===== config.mk =====
export PLATFORM = sky130hd
export DESIGN_NAME = picorv32_mem_la_tracker
export DESIGN_NICKNAME = d
export VERILOG_FILES = /design/src/rtl/picorv32_mem_la_tracker.sv
export SDC_FILE = /design/constraint.sdc
export NUM_CORES = 1
export LEC_CHECK = 0
export ABC_AREA = 1
export BUFFER_PORTS_ARGS = -buffer_cell sky130_fd_sc_hd__buf_2
export CORE_UTILIZATION = 31
export CTS_CLUSTER_SIZE = 16
export DETAILED_ROUTE_END_ITERATION = 16
export SLEW_MARGIN = 0
export SYNTH_ARGS = -nofsm -noshare
export SYNTH_HDL_FRONTEND = slang
export SYNTH_SLANG_ARGS = --single-unit

===== constraint.sdc =====
create_clock -name clk -period 1.5 [get_ports clk]
set_input_delay 0.3 -clock clk [delete_from_list [all_inputs] [get_ports clk]]
set_output_delay 0.3 -clock clk [all_outputs]
set_load 0.01 [all_outputs]

===== src/rtl/picorv32_mem_la_tracker.sv =====
// picorv32_mem_la_tracker
//
// Multi-channel look-ahead request tracker for the PicoRV32 memory interface.
// Each channel converts a look-ahead read/write strobe into a registered
// mem_valid/mem_ready transaction of one or two beats. A small control register
// provides a soft reset and a sticky lock bit.
//
// Optional feature macro: PICORV32_LA_SOFTRST_LOCK_EN
//   defined   - the lock bit is sticky, and soft-reset writes made while locked
//               are rejected with a cfg_err pulse.
//   undefined - cfg_lock and cfg_err are tied low, and every soft-reset write
//               is honoured.
//
// Ports:
//   clk, reset            clock and synchronous active-high hard reset
//   mem_la_read/_write    per-channel look-ahead request strobes
//   mem_la_two_word       per-channel two-beat flag, sampled with the request
//   mem_ready             per-channel memory handshake
//   mem_valid             per-channel request outstanding
//   mem_la_firstword_reg  first beat of a two-word access outstanding
//   last_mem_valid        mem_valid delayed by one cycle
//   done                  one-cycle pulse after the final beat
//   xact_cnt              per-channel completed-transaction counters (CNT_W each)
//   cfg_we, cfg_wdata     control write (bit0 softrst, bit1 lock)
//   cfg_lock, cfg_err     lock state and rejected-write pulse
module picorv32_mem_la_tracker #(
    parameter int NUM_CH = 2,
    parameter int CNT_W  = 8
) (
    input  logic                    clk,
    input  logic                    reset,
    input  logic [NUM_CH-1:0]       mem_la_read,
    input  logic [NUM_CH-1:0]       mem_la_write,
    input  logic [NUM_CH-1:0]       mem_la_two_word,
    input  logic [NUM_CH-1:0]       mem_ready,
    output logic [NUM_CH-1:0]       mem_valid,
    output logic [NUM_CH-1:0]       mem_la_firstword_reg,
    output logic [NUM_CH-1:0]       last_mem_valid,
    output logic [NUM_CH-1:0]       done,
    output logic [NUM_CH*CNT_W-1:0] xact_cnt,
    input  logic                    cfg_we,
    input  logic [1:0]              cfg_wdata,
    output logic                    cfg_lock,
    output logic                    cfg_err
);

    typedef enum logic [1:0] {
        S_IDLE  = 2'd0,
        S_BEAT1 = 2'd1,
        S_BEAT2 = 2'd2
    } state_t;

    state_t state_q [NUM_CH];
    state_t state_d [NUM_CH];

    logic [NUM_CH-1:0]            valid_q, valid_d;
    logic [NUM_CH-1:0]            firstword_q, firstword_d;
    logic [NUM_CH-1:0]            last_valid_q, last_valid_d;
    logic [NUM_CH-1:0]            done_q, done_d;
    logic [NUM_CH-1:0][CNT_W-1:0] cnt_q, cnt_d;
    logic                         lock_q, lock_d;
    logic                         err_q, err_d;
    logic                         softrst;

`ifndef PICORV32_LA_SOFTRST_LOCK_EN
    // The lock bit has no function in this build.
    logic unused_lock_wdata;
    assign unused_lock_wdata = cfg_wdata[1];
`endif

    // Control register: decisions use the lock value held before this write,
    // so a single "11" write while unlocked both soft-resets and locks.
    always_comb begin
        lock_d  = lock_q;
        err_d   = 1'b0;
        softrst = 1'b0;
`ifdef PICORV32_LA_SOFTRST_LOCK_EN
        if (cfg_we) begin
            if (cfg_wdata[1]) begin
                lock_d = 1'b1;
            end
            if (cfg_wdata[0]) begin
                if (lock_q) begin
                    err_d = 1'b1;
                end else begin
                    softrst = 1'b1;
                end
            end
        end
`else
        lock_d  = 1'b0;
        softrst = cfg_we & cfg_wdata[0];
`endif
    end

    // Per-channel transaction FSMs; soft reset overrides any FSM update,
    // including a completing handshake in the same cycle.
    always_comb begin
        for (int i = 0; i < NUM_CH; i++) begin
            state_d[i]      = state_q[i];
            valid_d[i]      = valid_q[i];
            firstword_d[i]  = firstword_q[i];
            last_valid_d[i] = valid_q[i];
            done_d[i]       = 1'b0;
            cnt_d[i]        = cnt_q[i];

            case (state_q[i])
                S_IDLE: begin
                    // Read and write are tracked identically; a simultaneous
                    // read+write counts as a single (write) request.
                    if (mem_la_read[i] | mem_la_write[i]) begin
                        valid_d[i]     = 1'b1;
                        firstword_d[i] = mem_la_two_word[i];
                        state_d[i]     = mem_la_two_word[i] ? S_BEAT1 : S_BEAT2;
                    end
                end
                S_BEAT1: begin
                    if (valid_q[i] & mem_ready[i]) begin
                        firstword_d[i] = 1'b0;
                        state_d[i]     = S_BEAT2;
                    end
                end
                S_BEAT2: begin
                    if (valid_q[i] & mem_ready[i]) begin
                        valid_d[i] = 1'b0;
                        done_d[i]  = 1'b1;
                        cnt_d[i]   = cnt_q[i] + CNT_W'(1);
                        state_d[i] = S_IDLE;
                    end
                end
                default: begin
                    state_d[i] = S_IDLE;
                end
            endcase

            if (softrst) begin
                state_d[i]      = S_IDLE;
                valid_d[i]      = 1'b0;
                firstword_d[i]  = 1'b0;
                last_valid_d[i] = 1'b0;
                done_d[i]       = 1'b0;
                cnt_d[i]        = '0;
            end
        end
    end

    always_ff @(posedge clk) begin
        if (reset) begin
            for (int i = 0; i < NUM_CH; i++) begin
                state_q[i] <= S_IDLE;
            end
            valid_q      <= '0;
            firstword_q  <= '0;
            last_valid_q <= '0;
            done_q       <= '0;
            cnt_q        <= '0;
            lock_q       <= 1'b0;
            err_q        <= 1'b0;
        end else begin
            for (int i = 0; i < NUM_CH; i++) begin
                state_q[i] <= state_d[i];
            end
            valid_q      <= valid_d;
            firstword_q  <= firstword_d;
            last_valid_q <= last_valid_d;
            done_q       <= done_d;
            cnt_q        <= cnt_d;
            lock_q       <= lock_d;
            err_q        <= err_d;
        end
    end

    assign mem_valid            = valid_q;
    assign mem_la_firstword_reg = firstword_q;
    assign last_mem_valid       = last_valid_q;
    assign done                 = done_q;
    assign xact_cnt             = cnt_q;
    assign cfg_lock             = lock_q;
    assign cfg_err              = err_q;

endmodule


==> impl_results.md, run 1 <==
- HP Class: in2reg
- Worst Setup End Kind: register
- Number of distinct library cells after synthesis: 20
- Die extent in y: 69.2 µm
- R2r endpoint: xact_cnt[4]
- Worst skew pair latency: between 0.2 and 0.3 ns
- Vias in the first global route: between 1000 and 1500
- Skew final: 0.00344 ns
- Status: finished clean
- Ratio of cells with drive above 1 in the final layout: 0.232
- Synth-to-Final Area Change: 18.0%
- RSZ-0062 raised after global routing: no
- CTS root buf: clkbuf_8
- VDD IR max: about 0.35 mV
- Internal power: slightly above 1 mW
- Core Rows: 24
- Synth Register Bits: 28
- WP data required: about 1.7 ns
- Number of diodes: 0
- I/O pins: 39
- Detailed-placement wirelength estimate: 2.04 mm
- Routed Antenna Nets: 0
- Power Total: between 1 and 1.5 mW
- Clk network pwr share: 0.291
- CTS max path bufs: 2
- Final period utilization: 0.851
- DIE AREA: 4790 µm²
- Final nets: around 260
- Core area: roughly 4400 µm²
- Sink Count: 28
- R2r worst-path depth: 8
- Clock transition at the registers of the reported paths: roughly 0.09 ns
- Sw Share: 0.271
- Fmax: slightly below 800 MHz
- PwrDens: ~860 nW/µm²
- Final Hold Vio Count: 0
- Combinational family with the most area after synthesis: simple AND/OR/NAND/NOR gates
- Simple-Gate Fraction of Synth Area: 0.388
- Post-Synth Adder-Cell Area: 0.0179
- P_leak: around 0.79 nW
- Number of flip-flops in the largest register: 16
- CP Max Fanout: 4
- Drt wl/cell: around 9.3 µm
- Kind of critical path: reg2reg
- Crit start category: register
- Synth Area in Compound Gates: 0.0634
- Setup WS post-layout: between 0.2 and 0.25 ns
- Syn Area/Cell: 6.80 µm²
- Count of final setup violators: 0
- Proportion of synthesized area in mux cells: 0
- First-pass GRT wire length: around 4.6 mm
- GRT Util Overall: 0.115
- Post-CTS Hold Buffers: 0
- DR vias: between 1000 and 1500
- Post-Synth XOR/XNOR Area: 0
- Final min period: 1.28 ns
- Max-cap violations: 0
- Num CTS Buffers: 3
- Router iterations before antenna repair: 4
- DR iter-0 viols: between 40 and 50
- Initial Utilization: 0.322
- NetSw: approximately 0.39 mW
- Dpl ws: 0.238 ns
- Routed WL: ~2.7 mm
- Overflow after GRT: 0
- Worst reg2reg startpoint: xact_cnt[1]
- Cells after Synth: between 200 and 250
- # DRC: 0
- Placer Congestion: between 0.8 and 0.9
- TNS Setup: 0 ns
- Arr. time, crit path: between 1 and 1.5 ns
- IO Port Bufs: 35
- Post_cts resized: 0
- DR vias/cell: 4.42
- R2R Setup Slk: between 0.2 and 0.25 ns
- Synthesized area: approximately 1400 µm²
- Seq/Total Area, Yosys: 0.400
- Slew Viols, Final: 0
- Hold path cells: 5
- Sequential share of power: 0.565
- Logic pwr share: 0.144
- Yosys warning total: 0
- Post-CTS Setup Bufs: 0
- Largest net degree at the start of global routing: 15
- Hold path start: mem_la_two_word[0]
- H-Tree Level Count: 1
- Initial antenna violation count: 0
- WHS Endpoint: state_q[0][0]
- Die Wd: ~69 µm
- CTS tree: yes
[worst max-delay path: stages, from the launching register on]
cell and delay (ns):
dfxtp_1 0.40, ha_1 0.21, nand2_1 0.07, nor2_2 0.15, inv_1 0.06, nor2_1 0.13
nand2_1 0.06, nand2_1 0.05, nor2_1 0.03
[cells by family after synthesis]
group           count (synthesis)
simple gates                  117
buf+inv                        41
flops                          28
compound gates                 17
fa+ha+maj                       2
other cells                     1
[synthesized netlist by cell type]
library cell,count,area share
dfxtp_1,28,0.40
nand2_2,3,0.013
inv_2,2,0.0054
o21ai_0,5,0.018
a21oi_2,1,0.0063
nand3_2,4,0.029
buf_6,2,0.016
buf_4,2,0.011
nand4_1,8,0.036
conb_1,1,0.0027
nor2_1,32,0.086
buf_2,2,0.0071
o21ai_1,1,0.0036
nand2_1,46,0.12
a21oi_1,10,0.036
nor2_4,3,0.024
ha_1,2,0.018
inv_1,33,0.088
nand3_1,18,0.064
nor2_2,3,0.013
[power groups by stage]
stage | combinational (mW) | sequential (mW) | clock, mW
final | 0.205 | 0.802 | 0.414
after floorplan | 0.140 | 0.827 | 0
after global placement | 0.206 | 0.819 | 0
after detailed placement | 0.205 | 0.820 | 0
after CTS | 0.206 | 0.803 | 0.439
after global routing | 0.231 | 0.808 | 0.461
[cells in the final DEF (no fill, tap or decap)]
cell type	instances
conb_1	2
nand2_2	3
nor2_2	3
buf_2	35
nand3_2	4
inv_2	2
o21ai_1	1
nand2_1	46
nor2_1	32
o21ai_0	5
inv_1	33
nor2_4	3
nand4_1	8
ha_1	2
clkbuf_8	3
a21oi_1	10
dfxtp_1	28
a21oi_2	1
nand3_1	18
buf_4	2
[routing by layer]
layer  part of all wire  vias to the layer above  track usage
met4             0.0063                        0       0.0476
li1                   -                      709            -
met2               0.45                       22        0.181
met5                  0                        -            0
met3              0.030                        2       0.0218
met1               0.52                      563        0.154
[worst max-delay path by stage]
stage,startpoint,cells past startpoint,slack [ns],to
2_1_floorplan,xact_cnt[1],8,0.30,xact_cnt[4]
3_3_place_gp,mem_ready[1],7,0.25,xact_cnt[15]
3_5_place_dp,xact_cnt[1],8,0.24,xact_cnt[4]
4_1_cts,xact_cnt[1],8,0.22,xact_cnt[4]
5_1_grt,xact_cnt[1],8,0.09,xact_cnt[4]
6_report,xact_cnt[1],8,0.22,xact_cnt[4]
[area by class of cell]
type | instances | area, µm²
fill | 457 | 2700
sequential | 28 | 561
tap | 52 | 65.1
timing repair buffer | 37 | 190
multi-input combinational | 138 | 666
clock buffer | 3 | 41.3
inverter | 35 | 131
[stage by stage]
step                      cell area [µm²]   util  hold WS (ns)  instances
final                                1650  0.380         0.348        293
after CTS                            1650  0.380         0.338        293
after floorplan                      1410      -         0.480        207
after detailed placement             1610  0.370         0.470        290
after global placement               1610  0.370         0.479        290
after global routing                 1650  0.380         0.366        293
(Power assumes the default switching activity.)
==> run 2: changes to the inputs <==
- MAX_ROUTING_LAYER: not set -> met4
==> impl_results.md, run 2 (synthesized netlist as in run 1, its figures left out) <==
- P_leak: 0.786 nW (unchanged)
- R2R Setup Slk: 0.22 ns (about the same)
- DR iter-0 viols: 48 (was 45)
- Initial Utilization: 0.322 (unchanged)
- Status: finished clean (unchanged)
- Routed WL: 2.71 mm (was 2.72 mm)
- RSZ-0062 raised after global routing: no (unchanged)
- Post-CTS Hold Buffers: 0 (unchanged)
- Die Wd: 69.2 µm (unchanged)
- Drt wl/cell: 9.26 µm (was 9.27 µm)
- DR vias/cell: 4.42 (unchanged)
- H-Tree Level Count: 1 (unchanged)
- Arr. time, crit path: 1.45 ns (about the same)
- Dpl ws: 0.238 ns (unchanged)
- Die extent in y: 69.2 µm (unchanged)
- PwrDens: 859 nW/µm² (about the same)
- Worst skew pair latency: 0.27 ns (about the same)
- TNS Setup: 0 ns (unchanged)
- Final nets: 258 (unchanged)
- Slowest cell delay on critical path: 0.40 ns (about the same)
- First-pass GRT wire length: 4.57 mm (about the same)
- Core Rows: 24 (unchanged)
- Num CTS Buffers: 3 (unchanged)
- Vias in the first global route: 1091 (unchanged)
- Worst Setup End Kind: register (unchanged)
- Largest net degree at the start of global routing: 15 (unchanged)
- Overflow after GRT: 0 (unchanged)
- R2r worst-path depth: 8 (unchanged)
- Core area: 4350 µm² (unchanged)
- WP data required: 1.68 ns (about the same)
- Placer Congestion: 0.840 (was 0.828)
- Kind of critical path: reg2reg (unchanged)
- Number of flip-flops in the largest register: 16 (unchanged)
- Met2 WL: 1.21 mm (was 1.22 mm)
- Router iterations before antenna repair: 4 (unchanged)
- Commonest non-fill, non-tap cell in the layout: nand2_1 (unchanged)
- Initial antenna violation count: 0 (unchanged)
- Placed cell count: 290 (unchanged)
- Metal1 wirelength: 1.40 mm (about the same)
- R2r endpoint: xact_cnt[4] (unchanged)
- Final min period: 1.28 ns (about the same)
- Most frequent cells in the layout: 46 x nand2_1, 35 x buf_2, 33 x inv_1 (unchanged)
- Sink Count: 28 (unchanged)
- Crit path cell chain: ha_1 -> nand2_1 -> nor2_2 -> inv_1 -> nor2_1 -> nand2_1 -> nand2_1 -> nor2_1 (unchanged)
- Crit-path most repeated cell: nand2_1 (unchanged)
- DIE AREA: 4790 µm² (unchanged)
- Setup WS post-layout: 0.224 ns (about the same)
- Max-cap violations: 0 (unchanged)
- Detailed-placement wirelength estimate: 2.04 mm (unchanged)
- Ratio of cells with drive above 1 in the final layout: 0.232 (unchanged)
- CP endpoint: xact_cnt[4] (unchanged)
- Synth-to-Final Area Change: 18.0% (unchanged)
- Skew final: 0.00344 ns (unchanged)
- Slew Viols, Final: 0 (unchanged)
- VDD IR max: 0.354 mV (about the same)
- Fmax: 784 MHz (about the same)
- Hold slack: 0.348 ns (about the same)
- Post-CTS Setup Bufs: 0 (unchanged)
- Worst reg2reg startpoint: xact_cnt[1] (unchanged)
- Clock transition at the registers of the reported paths: 0.09 ns (about the same)
- CTS tree: yes (unchanged)
- GRT Util Overall: 0.118 (was 0.115)
- Count of final setup violators: 0 (unchanged)
- CTS max path bufs: 2 (unchanged)
- Post_cts resized: 0 (unchanged)
- Slowest cell on crit path: dfxtp_1 (unchanged)
- # DRC: 0 (unchanged)
- Routed Antenna Nets: 0 (unchanged)
- IO Port Bufs: 35 (unchanged)
- Setup crit start: xact_cnt[1] (unchanged)
- HP Class: in2reg (unchanged)
- Area of placed instances: 1610 µm² (unchanged)
- Number of diodes: 0 (unchanged)
- DR vias: 1296 (unchanged)
- I/O pins: 39 (unchanged)
- DR top layer: met4 (unchanged)
- Non-Filler Instances: 293 (unchanged)
- Final Hold Vio Count: 0 (unchanged)
- CTS root buf: clkbuf_8 (unchanged)
- Post-route cell area: 1650 µm² (unchanged)
- Metal3 WL: 80 µm (was 81 µm)
- Crit start category: register (unchanged)
- CP Max Fanout: 4 (unchanged)
- Final period utilization: 0.851 (about the same)
[run 2: worst min path at each step]
stage | start | cells after the start | endpoint
floorplan | state_q[0][0] | 2 | state_q[0][0]
global placement | mem_valid[1] | 2 | last_mem_valid[1]
detailed placement | mem_valid[1] | 2 | last_mem_valid[1]
CTS | mem_la_two_word[0] | 5 | state_q[0][0]
global route | mem_la_two_word[0] | 5 | state_q[0][0]
finish | mem_la_two_word[0] | 5 | state_q[0][0]
[run 2: cell type report]
cell class              instances  area (µm²)
repair buffers                 37         190
flip-flops and latches         28         561
inverters                      35         131
multi-input cells             138         666
well taps                      52        65.1
fillers                       457        2700
clock buffers                   3        41.3
[run 2: report_power, final]
group	total [mW]	switching [mW]	internal, mW
sequential	0.802	0.0269	0.775
clock	0.414	0.234	0.180
combinational	0.205	0.125	0.0801
[run 2: critical path: cells and delay by family (launching register included)]
family / cells / cell delay, ns
and+or+nand+nor: 6 / 0.49
adders and majority gates: 1 / 0.21
DFF: 1 / 0.40
buffers and inverters: 1 / 0.06
[run 2: metal layers]
layer | vias to the layer above | global-route usage
met5 | - | -
met4 | 0 | 0.0476
met3 | 2 | 0.0218
met2 | 22 | 0.181
met1 | 563 | 0.154
li1 | 709 | -
[run 2: stage by stage]
stage / power [mW] / utilization
floorplan: 0.967 / -
global placement: 1.03 / 0.370
detailed placement: 1.03 / 0.370
CTS: 1.45 / 0.380
global route: 1.50 / 0.380
finish: 1.42 / 0.380
==> run 3: changes to the inputs <==
- RECOVER_POWER: not set -> 50
- SKIP_CTS_REPAIR_TIMING: not set -> 1
==> impl_results.md, run 3 (synthesized netlist as in run 1, its figures left out) <==
- Count of final setup violators: 0 (unchanged)
- R2r endpoint: xact_cnt[4] (unchanged)
- DR vias: 1305 (was 1296)
- P_leak: 0.736 nW (was 0.786 nW)
- DR vias/cell: 4.45 (was 4.42)
- RSZ-0062 raised after global routing: no (unchanged)
- Initial Utilization: 0.322 (unchanged)
- DIE AREA: 4790 µm² (unchanged)
- Vias in the first global route: 1091 (unchanged)
- Status: finished clean (unchanged)
- I/O pins: 39 (unchanged)
- WHS Endpoint: state_q[0][0] (unchanged)
- Max-cap violations: 0 (unchanged)
- Final Hold Vio Count: 0 (unchanged)
- Number of diodes: 0 (unchanged)
- Ratio of cells with drive above 1 in the final layout: 0.178 (was 0.232)
- WP data required: 1.68 ns (about the same)
- VDD IR max: 0.349 mV (was 0.354 mV)
- PwrDens: 866 nW/µm² (was 859 nW/µm²)
- IO Port Bufs: 35 (unchanged)
- # DRC: 0 (unchanged)
- R2R Setup Slk: 0.22 ns (about the same)
- CTS root buf: clkbuf_8 (unchanged)
- Worst skew pair latency: 0.27 ns (about the same)
- R2r worst-path depth: 8 (unchanged)
- Die extent in y: 69.2 µm (unchanged)
- Grt peak-use layer: met2 (unchanged)
- Core area: 4350 µm² (unchanged)
- Sink Count: 28 (unchanged)
- Number of flip-flops in the largest register: 16 (unchanged)
- Drt wl/cell: 9.23 µm (was 9.26 µm)
- Arr. time, crit path: 1.45 ns (about the same)
- First-pass GRT wire length: 4.57 mm (unchanged)
- CP Max Fanout: 4 (unchanged)
- Dpl ws: 0.238 ns (unchanged)
- CTS tree: yes (unchanged)
- GRT Util Overall: 0.118 (unchanged)
- Power Total: 1.42 mW (about the same)
- CTS max path bufs: 2 (unchanged)
- Crit-path most repeated cell: nand2_1 (unchanged)
- Final nets: 258 (unchanged)
- Crit start category: register (unchanged)
- HP Class: in2reg (unchanged)
- Router iterations before antenna repair: 4 (unchanged)
- Largest net degree at the start of global routing: 15 (unchanged)
- Fill cells: 464 (was 457)
- GR met3 Demand/Resource: 0.0218 (unchanged)
- Commonest non-fill, non-tap cell in the layout: nand2_1 (unchanged)
- Kind of critical path: reg2reg (unchanged)
- Most frequent cells in the layout: 46 x nand2_1, 33 x inv_1, 32 x nor2_1 (was 46 x nand2_1, 35 x buf_2, 33 x inv_1)
- Slowest cell on crit path: dfxtp_1 (unchanged)
- Overflow after GRT: 0 (unchanged)
- TNS Setup: 0 ns (unchanged)
- Routing usage on met2: 0.181 (unchanged)
- Hold path cells: 5 (unchanged)
- Initial antenna violation count: 0 (unchanged)
- Core Rows: 24 (unchanged)
- Skew final: 0.00352 ns (was 0.00344 ns)
- Synth-to-Final Area Change: 16.7% (was 18.0%)
- GRT met1 Usage: 0.154 (unchanged)
- Slew Viols, Final: 0 (unchanged)
- DR iter-0 viols: 51 (was 48)
- Slowest cell delay on critical path: 0.40 ns (about the same)
- Core Util, Final: 0.376 (was 0.380)
- Detailed-placement wirelength estimate: 2.04 mm (unchanged)
- Setup WS post-layout: 0.224 ns (about the same)
- H-Tree Level Count: 1 (unchanged)
- Worst Setup End Kind: register (unchanged)
- Worst reg2reg startpoint: xact_cnt[1] (unchanged)
- Crit path cell chain: ha_1 -> nand2_1 -> nor2_2 -> inv_1 -> nor2_1 -> nand2_1 -> nand2_1 -> nor2_1 (unchanged)
- Placer Congestion: 0.840 (unchanged)
- Clock transition at the registers of the reported paths: 0.09 ns (about the same)
- Routed Antenna Nets: 0 (unchanged)
- Routed WL: 2.71 mm (about the same)
- Die Wd: 69.2 µm (unchanged)
- Fmax: 784 MHz (about the same)
- Num CTS Buffers: 3 (unchanged)
- Final min period: 1.28 ns (about the same)
- Final period utilization: 0.851 (about the same)
- Hold path start: mem_la_two_word[0] (unchanged)
==> run 3: changes by cell type in the layout (fill, tap and decap cells not counted), sizes merged <==
cell,previous run,this run
buf,37,25
clkbuf,3,15
==> run 3: worst max path at each step <==
stage	from	endpoint	slack [ns]	depth (start not counted)
4_1_cts	xact_cnt[1]	xact_cnt[4]	0.22	8
5_1_grt	xact_cnt[1]	xact_cnt[4]	0.09	8
3_5_place_dp	xact_cnt[1]	xact_cnt[4]	0.24	8
2_1_floorplan	xact_cnt[1]	xact_cnt[4]	0.30	8
6_report	xact_cnt[1]	xact_cnt[4]	0.22	8
3_3_place_gp	mem_ready[1]	xact_cnt[15]	0.25	7
==> run 3: through the flow <==
step	hold slack, ns	instances	area, µm²
final	0.347	293	1640
after CTS	0.338	293	1650
after global placement	0.479	290	1610
after detailed placement	0.470	290	1610
after global routing	0.366	293	1640
after floorplan	0.480	207	1410
==> run 3: layer usage <==
layer / part of all wire / up-vias
met2: 0.45 / 24
met1: 0.52 / 571
met5: 0 / -
met4: 0.0078 / 0
li1: - / 708
met3: 0.030 / 2
==> run 3: final cells by class <==
cell class	instances	area [µm²]	share of cell area
multi-input cells	138	662	0.405
flip-flops and latches	28	561	0.343
repair buffers	37	175	0.107
inverters	35	131	0.0803
well taps	52	65.1	0.0398
clock buffers	3	41.3	0.0252
==> run 3: power breakdown <==
group	leakage, nW	internal [mW]	switching [mW]	total (mW)
logic	0.487	0.0749	0.123	0.198
clock network	0.0216	0.180	0.234	0.415
registers	0.227	0.775	0.0273	0.803
total	0.736	1.03	0.385	1.42
==> run 3: worst max-delay path, delay by kind of cell, from the launching register on <==
| kind | cells | cell delay [ns] |
|---|---|---|
| DFF | 1 | 0.40 |
| and+or+nand+nor | 6 | 0.49 |
| adders and majority gates | 1 | 0.21 |
| buffers and inverters | 1 | 0.06 |
